[src/rtl/mux4_rr_arbiter.sv]
// Round-robin arbiter driving the select of a shared 4:1 mux.
// Grants are registered, one-hot or zero, and ownership is bounded by HOLD_MAX while others wait.
module mux4_rr_arbiter #(
  parameter int HOLD_MAX = 8,
  parameter int CNT_W    = 4
) (
  input  logic       clk,
  input  logic       rst,
  input  logic [3:0] req,
  output logic [3:0] grant,
  output logic [1:0] sel,
  output logic       valid
);

  typedef enum logic {IDLE = 1'b0, GRANT = 1'b1} state_t;

  // All registered arbiter state lives in one struct so checkers can bind to it.
  typedef struct packed {
    state_t           state;
    logic [CNT_W-1:0] hold_cnt;
    logic [1:0]       last_ptr;
    logic [3:0]       grant;
    logic [1:0]       sel;
    logic             valid;
  } arb_t;

  localparam logic [CNT_W-1:0] HOLD_LIM = CNT_W'(HOLD_MAX);
  localparam logic [CNT_W-1:0] CNT_ONE  = CNT_W'(1);

  arb_t             cur;
  state_t           state_d;
  logic [CNT_W-1:0] hold_d;
  logic [1:0]       ptr_d;
  logic [1:0]       owner_d;
  logic [3:0]       grant_d;
  logic [1:0]       sel_d;
  logic             valid_d;
  logic [3:0]       others;
  logic [2:0]       pick_all;
  logic [2:0]       pick_oth;

  // Returns {found, index}: first set bit of r searching ptr+1, ptr+2, ptr+3, ptr+4 (mod 4).
  function automatic logic [2:0] rr_pick(input logic [3:0] r, input logic [1:0] ptr);
    logic [2:0] res;
    logic [1:0] cand;
    res = '0;
    for (int i = 1; i <= 4; i++) begin
      cand = ptr + i[1:0];
      if (!res[2] && r[cand]) res = {1'b1, cand};
    end
    return res;
  endfunction

  // In GRANT the owner is sel, and last_ptr equals it, so both searches start at owner+1.
  assign others   = req & ~(4'b0001 << cur.sel);
  assign pick_all = rr_pick(req, cur.last_ptr);
  assign pick_oth = rr_pick(others, cur.sel);

  // State register
  always_ff @(posedge clk or posedge rst) begin
    if (rst) begin
      cur <= '{state: IDLE, hold_cnt: '0, last_ptr: 2'b11,
               grant: 4'b0000, sel: 2'b00, valid: 1'b0};
    end else begin
      cur <= '{state: state_d, hold_cnt: hold_d, last_ptr: ptr_d,
               grant: grant_d, sel: sel_d, valid: valid_d};
    end
  end

  // Next-state logic
  always_comb begin
    state_d = cur.state;
    hold_d  = cur.hold_cnt;
    ptr_d   = cur.last_ptr;
    owner_d = cur.sel;
    case (cur.state)
      IDLE: begin
        if (pick_all[2]) begin
          state_d = GRANT;
          owner_d = pick_all[1:0];
          ptr_d   = pick_all[1:0];
          hold_d  = CNT_ONE;
        end
      end
      GRANT: begin
        if (!req[cur.sel]) begin
          if (pick_oth[2]) begin
            owner_d = pick_oth[1:0];
            ptr_d   = pick_oth[1:0];
            hold_d  = CNT_ONE;
          end else begin
            state_d = IDLE;
            hold_d  = '0;
          end
        end else if (cur.hold_cnt < HOLD_LIM) begin
          hold_d = cur.hold_cnt + CNT_ONE;
        end else if (pick_oth[2]) begin
          // Hold budget spent with others waiting: forced rotation.
          owner_d = pick_oth[1:0];
          ptr_d   = pick_oth[1:0];
          hold_d  = CNT_ONE;
        end
      end
      default: state_d = IDLE;
    endcase
  end

  // Output logic; sel keeps its last value while idle so the mux output stays stable.
  always_comb begin
    grant_d = 4'b0000;
    sel_d   = cur.sel;
    valid_d = 1'b0;
    if (state_d == GRANT) begin
      grant_d = 4'b0001 << owner_d;
      sel_d   = owner_d;
      valid_d = 1'b1;
    end
  end

  assign grant = cur.grant;
  assign sel   = cur.sel;
  assign valid = cur.valid;

endmodule

[config.mk]
export PLATFORM = sky130hd
export DESIGN_NAME = mux4_rr_arbiter
export DESIGN_NICKNAME = d
export VERILOG_FILES = /design/src/rtl/mux4_rr_arbiter.sv
export SDC_FILE = /design/constraint.sdc
export NUM_CORES = 1
export LEC_CHECK = 0
export ABC_AREA = 1
export BUFFER_PORTS_ARGS = -buffer_cell sky130_fd_sc_hd__buf_2
export CAP_MARGIN = 20
export CORE_UTILIZATION = 29
export CTS_BUF_LIST = sky130_fd_sc_hd__clkbuf_4 sky130_fd_sc_hd__clkbuf_8
export DETAILED_ROUTE_END_ITERATION = 8
export GPL_ROUTABILITY_DRIVEN = 0
export PLACE_DENSITY = 0.49
export SLEW_MARGIN = 20
export SYNTH_ARGS = -nofsm -noshare
export SYNTH_HDL_FRONTEND = slang
export SYNTH_SLANG_ARGS = --single-unit
[constraint.sdc]
create_clock -name clk -period 2.6 [get_ports clk]
set_input_delay 0.26 -clock clk [delete_from_list [all_inputs] [get_ports clk]]
set_output_delay 0.26 -clock clk [all_outputs]
set_load 0.05 [all_outputs]
; Word level (Yosys, flattened, before mapping)
; Cells that the tools add are included.
[totals]
regBits = 14
word_cells = 92
[op_classes]
n_addsub = 7
order_cmp = 9
eq_ne = 3
shift = 2
mux = 48
n_bitwise = 3
reduce_logical = 14
[op_table]
columns = op, n
row1 = less-than comparator 2 x 3 -> 1 bit (second input constant), 8
row2 = 2-to-1 mux 3 bit, 8
row3 = 2-to-1 mux 4 bit, 5
row4 = binary-select mux 1 bit (select 2 bit), 9
row5 = 2-to-1 mux 2 bit, 8
row6 = 2-to-1 mux 1 bit, 14
row7 = adder 2 bit (second input constant), 4
row8 = one-hot mux 2 bit (2 select lines), 2
row9 = one-hot mux 4 bit (2 select lines), 1
row10 = left shift 1 x 2 -> 4 bit (first input constant), 2
row11 = logical AND 1 bit, 6
row12 = logical NOT 1 bit, 6
row13 = adder 2 x 1 -> 2 bit (second input constant), 2
row14 = adder 4 x 1 -> 4 bit (second input constant), 1
row15 = bitwise AND 4 bit, 1
row16 = less-than comparator 4 bit (second input constant), 1
row17 = != test 4 x 3 -> 1 bit (second input constant), 1
row18 = inverter 4 bit, 1
row19 = AND reduction 2 bit, 2
row20 = != test 3 bit (second input constant), 1
row21 = != test 2 bit (second input constant), 1
row22 = one-hot mux 1 bit (2 select lines), 1
row23 = inverter 1 bit, 1

; Logic depth before layout (Yosys ltp)
; Gate-level depths: netlist of the first run.
[logic_depth]
word_depth = 21
ltp_mapped = 17
ltp_nobuf = 16

; Worst setup path before layout of the first run
; OpenSTA, ideal clock, no wires.
[synth_path]
kind = reg-to-reg
from = reg cur (netlist bit sel[0])
to = reg cur[11] (netlist name)
t_arrival_ns = 1.824
slack_ns = 0.666
stages_incl_launch_ff = 13
path_cell_list = dfrtp_1 -> buf_4 -> inv_4 -> ha_1 -> inv_1 -> nand3_1 -> nand2_1 -> nand2_1 -> nor2_1 -> nand3_1 -> o21ai_2 -> nand2_1 -> o41ai_1
[synth_between]
elab_chain_len = 17
word_cells_on_any_way = 30
[synth_lines]
columns = item, line
row1 = start: declaration, 30  ; arb_t cur;
row2 = start signal: assignment, 62  ; cur <= '{state: IDLE, hold_cnt: '0, last_ptr: 2'b11,
row3 = start signal: assignment, 65  ; cur <= '{state: state_d, hold_cnt: hold_d, last_ptr: ptr_d,
row4 = "parallel branches: the longest is 17 deep, another holds adder 2 x 1 -> 2 bit", n/a
; Parallel ways; which one is timed is not known. The select of a mux whose other input is x is not followed.
; A chain may end at the register's enable or synchronous reset.

; Final worst setup path of the first run
[layout_path]
from = reg cur (netlist bit sel[1])
to = reg cur (netlist bit grant[3])
[layout_between]
elab_chain_len = 21
word_cells_on_any_way = 36
[layout_lines]
columns = item, line
row1 = "parallel branches: the longest is 20 deep, another holds adder 2 x 1 -> 2 bit", n/a
row2 = 2-to-1 mux 4 bit *, 113  ; if (state_d == GRANT) begin
row3 = net grant_d[3], 35  ; logic [3:0] grant_d;
; Mark *: on every way through the listed nets, which the timed path passes. The select of a mux whose other input is x is not followed.

==> results of run 1 <==
metrics by stage:
step                      hold slack [ps]  setup WS [ps]  util [%]
after floorplan                     135.5          665.7         -
after global placement              325.8          394.7     31.96
after detailed placement            318.2          332.2     31.96
after CTS                           64.95          319.4     33.17
after global routing                83.03          42.06     33.17
final                               42.96          355.3     33.17
kinds of logic (layout without fill, tap and decap cells):
kind of cell    Yosys count  count (layout)
xor+xnor                  3               3
compound gates           25              25
fa+ha+maj                 5               5
simple gates            107             107
buf+inv                  33              41
flops                    13              13
registers in the layout, indices dropped and copies added, names as in the netlist:
register / cells
sel: 2
cur: 7
grant: 4
layout make-up:
type	count	share of cell area (%)
timing repair buffer	13	5.056
sequential	13	24.53
multi-input combinational	140	55.15
tap	50	4.682
inverter	24	6.929
clock buffer	4	3.652
per-layer routing:
| layer | wire (um) | global-route usage [%] | vias to the layer above |
|---|---|---|---|
| li1 | - | - | 613 |
| met1 | 1401 | 17.16 | 495 |
| met2 | 1155 | 20.00 | 12 |
| met3 | 67 | 1.858 | 4 |
| met4 | 21 | 3.989 | 0 |
| met5 | 0 | 0 | - |
path summary, 6_finish.rpt:
kind | start | endpoint | slack, ps | cells after the start
worst max-delay path | sel[1] | grant[3] | 360 | 13
worst min-delay path | rst | cur[9] | 40 | 2
worst max register to register | sel[1] | grant[3] | 360 | 13
worst min register to register | cur[10] | cur[10] | 500 | 2
max in group asynchronous | rst | cur[8] | 2200 | 2
min in group clk | cur[10] | cur[10] | 500 | 2
placed cells by master (no fill, tap or decap), types with 2 or more instances in the layout:
| master | instances |
|---|---|
| a21oi_1 | 7 |
| o21ai_0 | 4 |
| inv_1 | 18 |
| o21ai_2 | 2 |
| nor2_1 | 11 |
| clkbuf_8 | 3 |
| buf_2 | 12 |
| nand4_1 | 5 |
| nand2_2 | 6 |
| dfstp_2 | 2 |
| nand3_1 | 25 |
| nor2_4 | 2 |
| ha_1 | 5 |
| nand2_1 | 55 |
| dfrtp_1 | 11 |
| o21ai_1 | 8 |
| inv_2 | 4 |
==> flow_summary.yaml, run 1 <==
timing:
  final-setup-viol-count: 0
  max-slew-margin-rel_pct: 65.19
  tns_ps: 0
  slew_viol_final: 0
  fin_crit_ps: 2245
  rsz0062_at_grt: "no"
  hold_viol: 0
  fin_skew_ps: 3.558
  fmax_mhz: 445.5
  fin_crit_sh_pct: 86.34
  worst_pin_slew_ps: 521.6
synthesis:
  ys.flop_type: "dfrtp_1"
  synth_top_family_by_area: "simple AND/OR/NAND/NOR gates"
  synth_compound_area_share_pct: 12.49
  yosysWarnings: 0
  netlist_area_mm2: 0.001232
  synthTopCellsByArea: "dfrtp_1, nand2_1, nand3_1"
  yosys.area_share.simple_pct: 39.49
  syn_nets: 197
  yosys_register_bits: 13
  postSynthAreaPerCell_um2: 6.626
  synth_cells: 186
  synth-adder-area-share_pct: 5.076
  async_flop_share_pct: 100.0
  yosysUniqueCellTypes: 29
  yosysSeqAreaShare_pct: 26.60
  yosys.area.top_type: "dfrtp_1"
  synthXorXnorAreaFrac_pct: 2.741
  yosysTopAreaCellShare_pct: 22.34
  synth-edff-count: 0
  synthMuxAreaShare_pct: 0
  synthTopCellsByCount: "nand2_1, nand3_1, inv_1, dfrtp_1, nor2_1"
  synth_most_common_cell: "nand2_1"
layout:
  final_area_mm2: 0.001336
  multi_input_area_um2: 737.0
  antenna_cells: 0
  seqCellArea_um2: 327.8
  synthToLayoutAreaGrowth_pct: 8.426
  nets: 206
  finalNonFillerCells: 244
  drive_above_1_share_pct: 19.07
  num-fill-cells: 445
detailed_routing:
  viasPerCell: 4.607
  wire_per_inst_um: 10.84
  num_vias: 1124
  post-route-drc-count: 0
  drt_iter0_drc: 49
  routed_wl_um: 2645
  antenna_left: 0
  firstDrtPassIters: 4
floorplan:
  row_count: 23
  coreArea_mm2: 0.004029
  start_util_pct: 30.59
  die_area_mm2: 0.004515
  die_h_um: 67.19
  boundaryPins: 13
  die_width_um: 67.19
worst_hold_path:
  hp-class: "in2async"
global_route:
  gr-usage-all-layers_pct: 12.51
  overflow: 0
  grt_pass1_wl_um: 4236
  grt_max_degree: 14
  grt_pass1_vias: 949
  antenna_found_initial: 0
worst_setup_path:
  cp_top_family: "simple AND/OR/NAND/NOR gates"
  critPathMaxStageDelay_ps: 500
  worstSetupPathType: "reg2reg"
  cp.required_ps: 2770
  cp_num_buf_inv: 4
  start_kind: "register"
  cp.arrival_ps: 2410
  path_max_fanout: 9
  cp_cell_sequence: "inv_1, ha_1, inv_1, nand3_1, nand2_1, nand4_1, nand2_1, inv_1, nand2_1, nand2_1, nand2_2, inv_2, nor2_1"
  cp-end-kind: "register"
  cpMostUsedCell: "nand2_1"
  cp_slowest_cell: "dfrtp_1"
clocking:
  cts_inserted_buffers: 3
  clock_latency_ps: 240
  clkTransAtPathRegs_ps: 60
  cts.sink_count: 13
  cts_tree: "yes"
  post_cts_resize_count: 0
  hold_buffers: 0
  post_cts_buffers: 0
  root_buffer: "clkbuf_8"
  max-clock-path-buffers: 2
  htree_num_levels: 1
placement:
  hpwlAfterDp_um: 2122
  dp_cells: 240
  port_buffers: 12
  placed_cell_area_mm2: 0.001287
status:
  outcome: "completed"
run:
  cap_violations: 0
Power of run 1 is not shown: default switching activity piles up to over one toggle a cycle in this logic, so the estimate is an artifact.
==> run 2: changes to the inputs <==
Clock period 2.6 ns to 2.8 ns, I/O delays scaled along.
==> run 2 against run 1 <==
Effect of this change:
- first-iteration DRC count grew 35%
- critical path depth did not move
- clock-buffer cell count did not move
- final cell count unchanged
- non-clock buffer count is the same
- sequential cell count unchanged
- setup slack improved by 100 ps
- die area unchanged
- highest routed layer unchanged
==> flow_summary.yaml, run 2 (synthesis results as in run 1) <==
layout:
  largest_register_ffs: 7
  mostFrequentLayoutCells: "nand2_1, nand3_1, inv_1, buf_2"
  drive_above_1_share_pct: 19.07
  synthToLayoutAreaGrowth_pct: 8.426
  nets: 206
  num-fill-cells: 444
  regMostFlops: "cur"
  antenna_cells: 0
  mostFrequentLayoutCell: "nand2_1"
clocking:
  post_cts_resize_count: 0
  cts_inserted_buffers: 3
  clock_latency_ps: 240
  htree_num_levels: 1
  cts.sink_count: 13
  root_buffer: "clkbuf_8"
  post_cts_buffers: 0
  hold_buffers: 0
  cts_tree: "yes"
  max-clock-path-buffers: 2
  clkTransAtPathRegs_ps: 50
detailed_routing:
  wire_per_inst_um: 10.65
  routed_wl_um: 2598
  drt_iter0_drc: 66
  num_vias: 1118
  post-route-drc-count: 0
  viasPerCell: 4.582
  firstDrtPassIters: 4
  antenna_left: 0
worst_setup_path:
  worstSetupPathType: "reg2reg"
  path_max_fanout: 13
  cp.arrival_ps: 2500
  cp-end-kind: "register"
  cp.required_ps: 2960
  start_kind: "register"
global_route:
  gr-usage-all-layers_pct: 13.16
  overflow: 0
  grt_pass1_wl_um: 4519
  grt_pass1_vias: 1029
  grt_max_degree: 14
  antenna_found_initial: 0
timing:
  slew_viol_final: 0
  fin_skew_ps: 3.818
  fin_crit_ps: 2341
  fin_crit_sh_pct: 83.59
  tns_ps: 0
  worst_pin_slew_ps: 492.0
  fmax_mhz: 427.2
  rsz0062_at_grt: "no"
  final-setup-viol-count: 0
  hold_viol: 0
  max-slew-margin-rel_pct: 67.16
placement:
  hpwlAfterDp_um: 2079
  port_buffers: 12
floorplan:
  die_area_mm2: 0.004515
  boundaryPins: 13
  die_h_um: 67.19
  row_count: 23
  start_util_pct: 30.59
  coreArea_mm2: 0.004029
  die_width_um: 67.19
run:
  cap_violations: 0
status:
  outcome: "completed"
worst_hold_path:
  hp-class: "in2async"
==> run 2: cell counts in the layout (fill, tap and decap cells not counted) <==
Identical to the previous run, type by type.
==> run 2: layer usage <==
metal  wire length (um)  track usage (%)
met5                  0                0
met1               1363            17.61
met3                 76            2.365
met4                 12            3.191
met2               1146            21.75
==> run 2: final cells by class <==
cell class / count / area [um^2] / area share, %
Clock buffer: 4 / 48.80 / 3.652
Inverter: 24 / 92.59 / 6.929
Multi-Input combinational cell: 140 / 737.0 / 55.15
Sequential cell: 13 / 327.8 / 24.53
Tap cell: 50 / 62.56 / 4.682
Timing Repair Buffer: 13 / 67.56 / 5.056
==> run 2: through the flow <==
step / util, % / hold slack, ps / instance area [um^2] / worst slack (ps) / std cells
global placement: 31.96 / 330.5 / 1287 / 522.2 / 240
detailed placement: 31.96 / 329.9 / 1287 / 465.2 / 240
CTS: 33.17 / 70.20 / 1336 / 451.3 / 244
global route: 33.17 / 88.89 / 1336 / 224.0 / 244
floorplan: - / 155.5 / 1232 / 865.7 / 186
finish: 33.17 / 54.68 / 1336 / 459.4 / 244
==> run 2: path summary, 6_finish.rpt <==
kind / startpoint / to / slack [ps] / cells after the start
worst max register to register: sel[0] / grant[3] / 460 / 13
worst min register to register: cur[10] / cur[10] / 510 / 2
max in group asynchronous: rst / cur[8] / 2390 / 2
worst max-delay path: sel[0] / grant[3] / 460 / 13
worst min-delay path: rst / grant[2] / 50 / 2
min in group clk: cur[10] / cur[10] / 510 / 2
==> run 2: worst max-delay path: stages (launching register included) <==
cell and delay [ps]:
dfrtp_1 610, inv_4 120, ha_1 360, inv_1 120, nand3_1 80, nand2_1 150
nand4_1 170, nand2_1 160, inv_1 70, nand3_1 80, nand2_1 80, nand2_2 80
nand2_1 60, nor2_1 110
Power of run 2 is left out for the same reason.
